<file path="src/rtl/bin2bcd_seq.sv">
// Sequential binary-to-BCD converter (double dabble), one input bit per clock.
// Start/busy/done handshake with held result and overflow for values >= 10^DIGITS.
module bin2bcd_seq #(
  parameter int unsigned BIN_WIDTH = 6,
  parameter int unsigned DIGITS    = 2
) (
  input  logic                  clock,
  input  logic                  reset,
  input  logic                  start,
  input  logic [BIN_WIDTH-1:0]  binary,
  output logic                  busy,
  output logic                  done,
  output logic [4*DIGITS-1:0]   bcd,
  output logic                  overflow
);

  localparam int unsigned CntWidth = $clog2(BIN_WIDTH + 1);
  localparam int unsigned BcdWidth = 4 * DIGITS;

  typedef enum logic [0:0] {StIdle, StShift} state_e;

  state_e                state_q;
  logic [BIN_WIDTH-1:0]  shift_q;
  logic [BcdWidth-1:0]   work_q;
  logic [BcdWidth-1:0]   work_corr;
  logic [BcdWidth-1:0]   work_next;
  logic                  sticky_q;
  logic                  carry_out;
  logic [CntWidth-1:0]   cnt_q;
  logic                  last_shift;

  // Per-digit add-3 correction; digits are independent, no carry between them.
  always_comb begin
    work_corr = work_q;
    for (int k = 0; k < int'(DIGITS); k++) begin
      if (work_q[4*k +: 4] >= 4'd5) begin
        work_corr[4*k +: 4] = work_q[4*k +: 4] + 4'd3;
      end
    end
  end

  // The bit leaving the top digit is worth a multiple of 10^DIGITS.
  assign carry_out  = work_corr[BcdWidth-1];
  assign work_next  = {work_corr[BcdWidth-2:0], shift_q[BIN_WIDTH-1]};
  assign last_shift = (cnt_q == CntWidth'(BIN_WIDTH - 1));

  always_ff @(posedge clock or posedge reset) begin
    if (reset) begin
      state_q  <= StIdle;
      shift_q  <= '0;
      work_q   <= '0;
      sticky_q <= 1'b0;
      cnt_q    <= '0;
      busy     <= 1'b0;
      done     <= 1'b0;
      bcd      <= '0;
      overflow <= 1'b0;
    end else begin
      done <= 1'b0;
      unique case (state_q)
        StIdle: begin
          if (start) begin
            shift_q  <= binary;
            work_q   <= '0;
            sticky_q <= 1'b0;
            cnt_q    <= '0;
            busy     <= 1'b1;
            state_q  <= StShift;
          end
        end
        StShift: begin
          work_q   <= work_next;
          shift_q  <= shift_q << 1;
          sticky_q <= sticky_q | carry_out;
          cnt_q    <= cnt_q + 1'b1;
          if (last_shift) begin
            bcd      <= work_next;
            overflow <= sticky_q | carry_out;
            done     <= 1'b1;
            busy     <= 1'b0;
            state_q  <= StIdle;
          end
        end
        default: state_q <= StIdle;
      endcase
    end
  end

endmodule

</file>
<file path="config.mk">
export PLATFORM = sky130hd
export DESIGN_NAME = bin2bcd_seq
export DESIGN_NICKNAME = d
export VERILOG_FILES = /design/src/rtl/bin2bcd_seq.sv
export SDC_FILE = /design/constraint.sdc
export NUM_CORES = 1
export LEC_CHECK = 0
export CORE_MARGIN = 1
export CORE_UTILIZATION = 43
export CTS_CLUSTER_DIAMETER = 150
export DETAILED_ROUTE_END_ITERATION = 10
export PLACE_DENSITY = 0.65
export SLEW_MARGIN = 5
export SYNTH_ARGS = -nofsm -noshare
export SYNTH_HDL_FRONTEND = slang
export SYNTH_SLANG_ARGS = --single-unit
</file>
<file path="constraint.sdc">
create_clock -name clock -period 1.5 [get_ports clock]
set_clock_uncertainty 0.05 [all_clocks]
set_input_delay 0.225 -clock clock [delete_from_list [all_inputs] [get_ports clock]]
set_output_delay 0.225 -clock clock [all_outputs]
set_load 0.02 [all_outputs]
</file>
After elaboration in Yosys (flattened, before gate mapping)
Cells that the tools add are included.
Widths: inputs -> output; s select.
{"block": "classes", "n_addsub": 3, "magnitude_cmp": 2, "eq_ne": 3, "n_mux": 18, "bitwise_logic": 2, "n_reduce_logical": 2}
{"operator": "$pmux 8 s2", "n": 1}
{"operator": "$pmux 6 s2", "n": 1}
{"operator": "$add 4x2->4 const B", "n": 2}
{"operator": "$ge 4x3->1 const B", "n": 2}
{"operator": "$mux 4", "n": 2}
{"operator": "$mux 8", "n": 1}
{"operator": "$mux 1", "n": 7}
{"operator": "$mux 6", "n": 1}
{"operator": "$pmux 1 s2", "n": 3}
{"operator": "$pmux 3 s2", "n": 1}
{"operator": "$reduce_and 2->1", "n": 2}
{"operator": "$add 3x1->3 const B", "n": 1}
{"operator": "$eq 3x3->1 const B", "n": 1}
{"operator": "$mux 3", "n": 1}
{"operator": "$ne 2x1->1 const B", "n": 1}
{"operator": "$ne 2x2->1 const B", "n": 1}
{"operator": "$not 1->1", "n": 1}
{"operator": "$or 1x1->1", "n": 1}
{"block": "totals", "regBits": 30, "inputBits": 9, "output_inout_bits": 11}

Longest topological paths before layout
{"block": "depth", "ltp_word": 4, "mapped_depth": 6}

Worst setup path before layout
OpenSTA, ideal clock, no wires.
{"block": "synth_path", "kind": "register -> register", "from": "register work_q[0]", "to": "register work_q[2]", "t_arrival_ns": 1.339, "t_required_ns": 1.371, "slack_ns": 0.032, "stages_incl_launch_ff": 7, "n_path_buf": 0, "period_less_slack_ns": 1.468, "path_cell_list": "dfrtp_1 -> inv_1 -> ha_1 -> nand2b_1 -> a21oi_2 -> mux2_4 -> mux2i_1"}
{"block": "synth_via", "elab_chain_len": 3}
{"item": "from (decl)", "line_no": "24", "source": "logic [BcdWidth-1:0] work_q;"}
{"item": "from (signal assigned)", "line_no": "72", "source": "work_q <= work_next;"}
{"item": "$add 4x2->4 or $ge 4x3->1 (tied branches)", "line_no": "37, 36"}
{"item": "$mux 4 (*)", "line_no": "36", "source": "if (work_q[4*k +: 4] >= 4'd5) begin"}
{"item": "$pmux 8 s2 (*)", "line_no": "60", "source": "unique case (state_q)"}
Mark *: on every way between the ends. The rest lies on a longest branch, timed or not.
A chain may end at the register's enable or synchronous reset.

Final worst setup path
{"block": "layout_path", "from": "register work_q[4]", "to": "register work_q[6]"}
The elaborated chain is that of the path after synthesis.

==> impl_metrics.toml <==
[status]
status = "completed"

[synthesis]
synth_top_area_share_pct = 52.1
synthCells = 132
yosysWarnings = 0
synth_top_area_cell = "dfrtp_1"
synth_area_leaders = "dfrtp_1 (52%), mux2i_1 (9.0%), ha_1 (5.2%), nand2b_1 (4.8%), o21ai_1 (4.5%)"
synthFlopType = "dfrtp_1"
ys_seq_area_share_pct = 52.1
syn_avg_cell_area_um2 = 10.9
syn_nets = 147
synth-edff-count = 0
async_flop_share_pct = 100
netlist_area_um2 = 1440
synthDistinctLibCells = 27
synth_seq_cells = 30

[drt]
vias = 1029
drt_iter0_markers = 28
drt-total-wl_um = 2690
via_per_inst = 4.92
ant_nets = 0
dr.pass1.iters = 4
routedWlPerCell_um = 12.9
drc = 0

[global_route]
grt_max_degree = 31
grtUsageTotal_pct = 19.0
antenna_found_initial = 0
grt-ovfl-total = 0
grt_pass1_vias = 1098
grt_pass1_wl_um = 4820

[setup_path]
r2r_end = "work_q[6]"
cp-start-kind = "register"
crit_slowest_cell = "dfrtp_1"
r2r_setup_slack_ns = 0.006
worst-path-stages = 5
worstPathArrival_ns = 1.70
critPathCaptureType = "register"
critPathRequiredTime_ns = 1.71
path_max_fanout = 4
worstRegToRegCells = 5
path_cells = "ha_2, nand2b_4, a21oi_4, mux2_4, mux2i_1"
max_stage_delay_ns = 0.43
path_delay_family = "multiplexers"
worstSetupPathType = "register to register"
timing.rr.start = "work_q[4]"
cp_num_buf_inv = 0

[power_and_ir_drop]
p_leak_nw = 0.911
power_density_nw_per_um2 = 2160
peakVddDrop_mv = 1.03

[clock_network]
cts_tree = "done"
cts_root_buf = "clkbuf_4"
hold_buffers = 0
cts_inserted_buffers = 5
clock_path_buffers = 2
worstSkewPairLatency_ns = 0.33
h-tree-depth = 2
cts.sinks = 30
clk_pin_slew_ns = 0.09

[place]
dp_slack_ns = -0.0846
place.gp.congestion = 0.756
port_buffers = 19
hpwlAfterDp_um = 1940

[layout]
finish.net_count = 181
final_cell_mix = "dfrtp_1 (30), nand2_1 (14), mux2i_1 (13), buf_4 (13), dlygate4sd2_1 (11)"
nFillCells = 284
syn2layout_area_growth_pct = 29.5
n_antenna_cell = 0
layout-drive-gt1-share_pct = 24.2
mostFrequentLayoutCell = "dfrtp_1"

[timing]
tightest_slew_ns = 0.367
slew_headroom_pct = 75.5
period_needed_ns = 1.49
fin_ws_ns = 0.00629
whs_ns = 0.206
rsz0062_at_grt = "true"
max_freq_mhz = 669
hold_viol_final = 0
post-route-period-util_pct = 99.6
setup_violations = 0
fin_tns_setup_ns = 0
finalMaxSlewViolations = 0

[die]
die_y_um = 59.9
ios = 20
start_util_pct = 46.1
die_w_um = 59.9
core_area_um2 = 3130
row_count = 20
dieArea_um2 = 3590

[worst_hold_path]
hp-class = "input pin to async pin"

[run]
max-cap-violations = 0
[synthesized netlist by cell type, types with 2 or more instances]
library cell	count
a21o_1	2
nor2_1	4
o31ai_1	2
nand2b_1	11
a22o_1	2
inv_1	7
nor3b_1	3
o21ai_1	13
dfrtp_1	30
mux2_4	2
buf_2	3
nand2_1	14
a21oi_1	4
o21ai_0	3
xnor2_1	2
a21oi_2	2
mux2i_1	13
ha_1	6
[where the power goes]
part / switching [mW] / leakage (nW) / internal [mW]
clock: 0.263 / 0.0302 / 0.211
sequential: 0.277 / 0.375 / 1.16
combinational: 1.06 / 0.505 / 1.07
total: 1.60 / 0.911 / 2.44
[per-layer routing]
layer	vias to the layer above	part of all wire [%]	routed length (µm)	track usage (%)
met2	21	52	1400	32.4
met1	492	42	1140	22.0
li1	509	-	-	-
met4	0	2.2	59	9.97
met5	-	0	0	0
met3	7	3.6	97	4.55
[worst register-to-register path, cell delays in order, from the launching register on]
cell      delay (ns)
dfrtp_1         0.43
ha_2            0.20
nand2b_4        0.14
a21oi_4         0.16
mux2_4          0.32
mux2i_1         0.12
[logic make-up (layout without fill, tap and decap cells)]
kind of cell	after synthesis	count (layout)	synth area share [%]
mux	16	16	11.9
simple gates	36	36	13.1
xor+xnor	2	2	1.22
fa+ha+maj	6	6	5.21
flops	30	30	52.1
buf+inv	13	46	4.43
compound gates	29	29	12.1
[per-stage QoR]
step	utilization, %	instance area (µm²)	cells	power [mW]
3_3_place_gp	55.5	1740	201	3.27
5_1_grt	59.7	1870	209	4.39
3_5_place_dp	55.5	1740	201	3.37
6_report	59.7	1870	209	4.04
2_1_floorplan	-	1440	132	2.70
4_1_cts	58.3	1820	208	3.91
[timing repair]
| item | 4_1_cts | 5_1_grt |
|---|---|---|
| setup buffers | 1 | 1 |
| pin swaps | 2 | 0 |
| gates resized for setup | 20 | 9 |
| setup endpoints to repair | 17 | 7 |
[state kept, by name, indices dropped and copies added (netlist names)]
| register | cells |
|---|---|
| cnt_q | 3 |
| done | 1 |
| overflow | 1 |
| state_q | 1 |
| shift_q | 6 |
| bcd | 8 |
| sticky_q | 1 |
| work_q | 8 |
| busy | 1 |
[cell type report]
class / instances / area [µm²] / share of cell area, %
inverter: 8 / 30.0 / 1.61
tap: 44 / 55.1 / 2.95
clock buffer: 6 / 51.3 / 2.75
sequential: 30 / 751 / 40.2
multi-input combinational: 89 / 706 / 37.8
timing repair buffer: 32 / 274 / 14.7
[worst max-delay path by stage]
stage | startpoint | to
floorplan | work_q[0] | work_q[2]
global placement | work_q[4] | work_q[6]
detailed placement | work_q[4] | bcd[6]
CTS | work_q[0] | work_q[2]
global route | work_q[4] | work_q[6]
finish | work_q[4] | work_q[6]
Power figures use the tool's default switching activity.
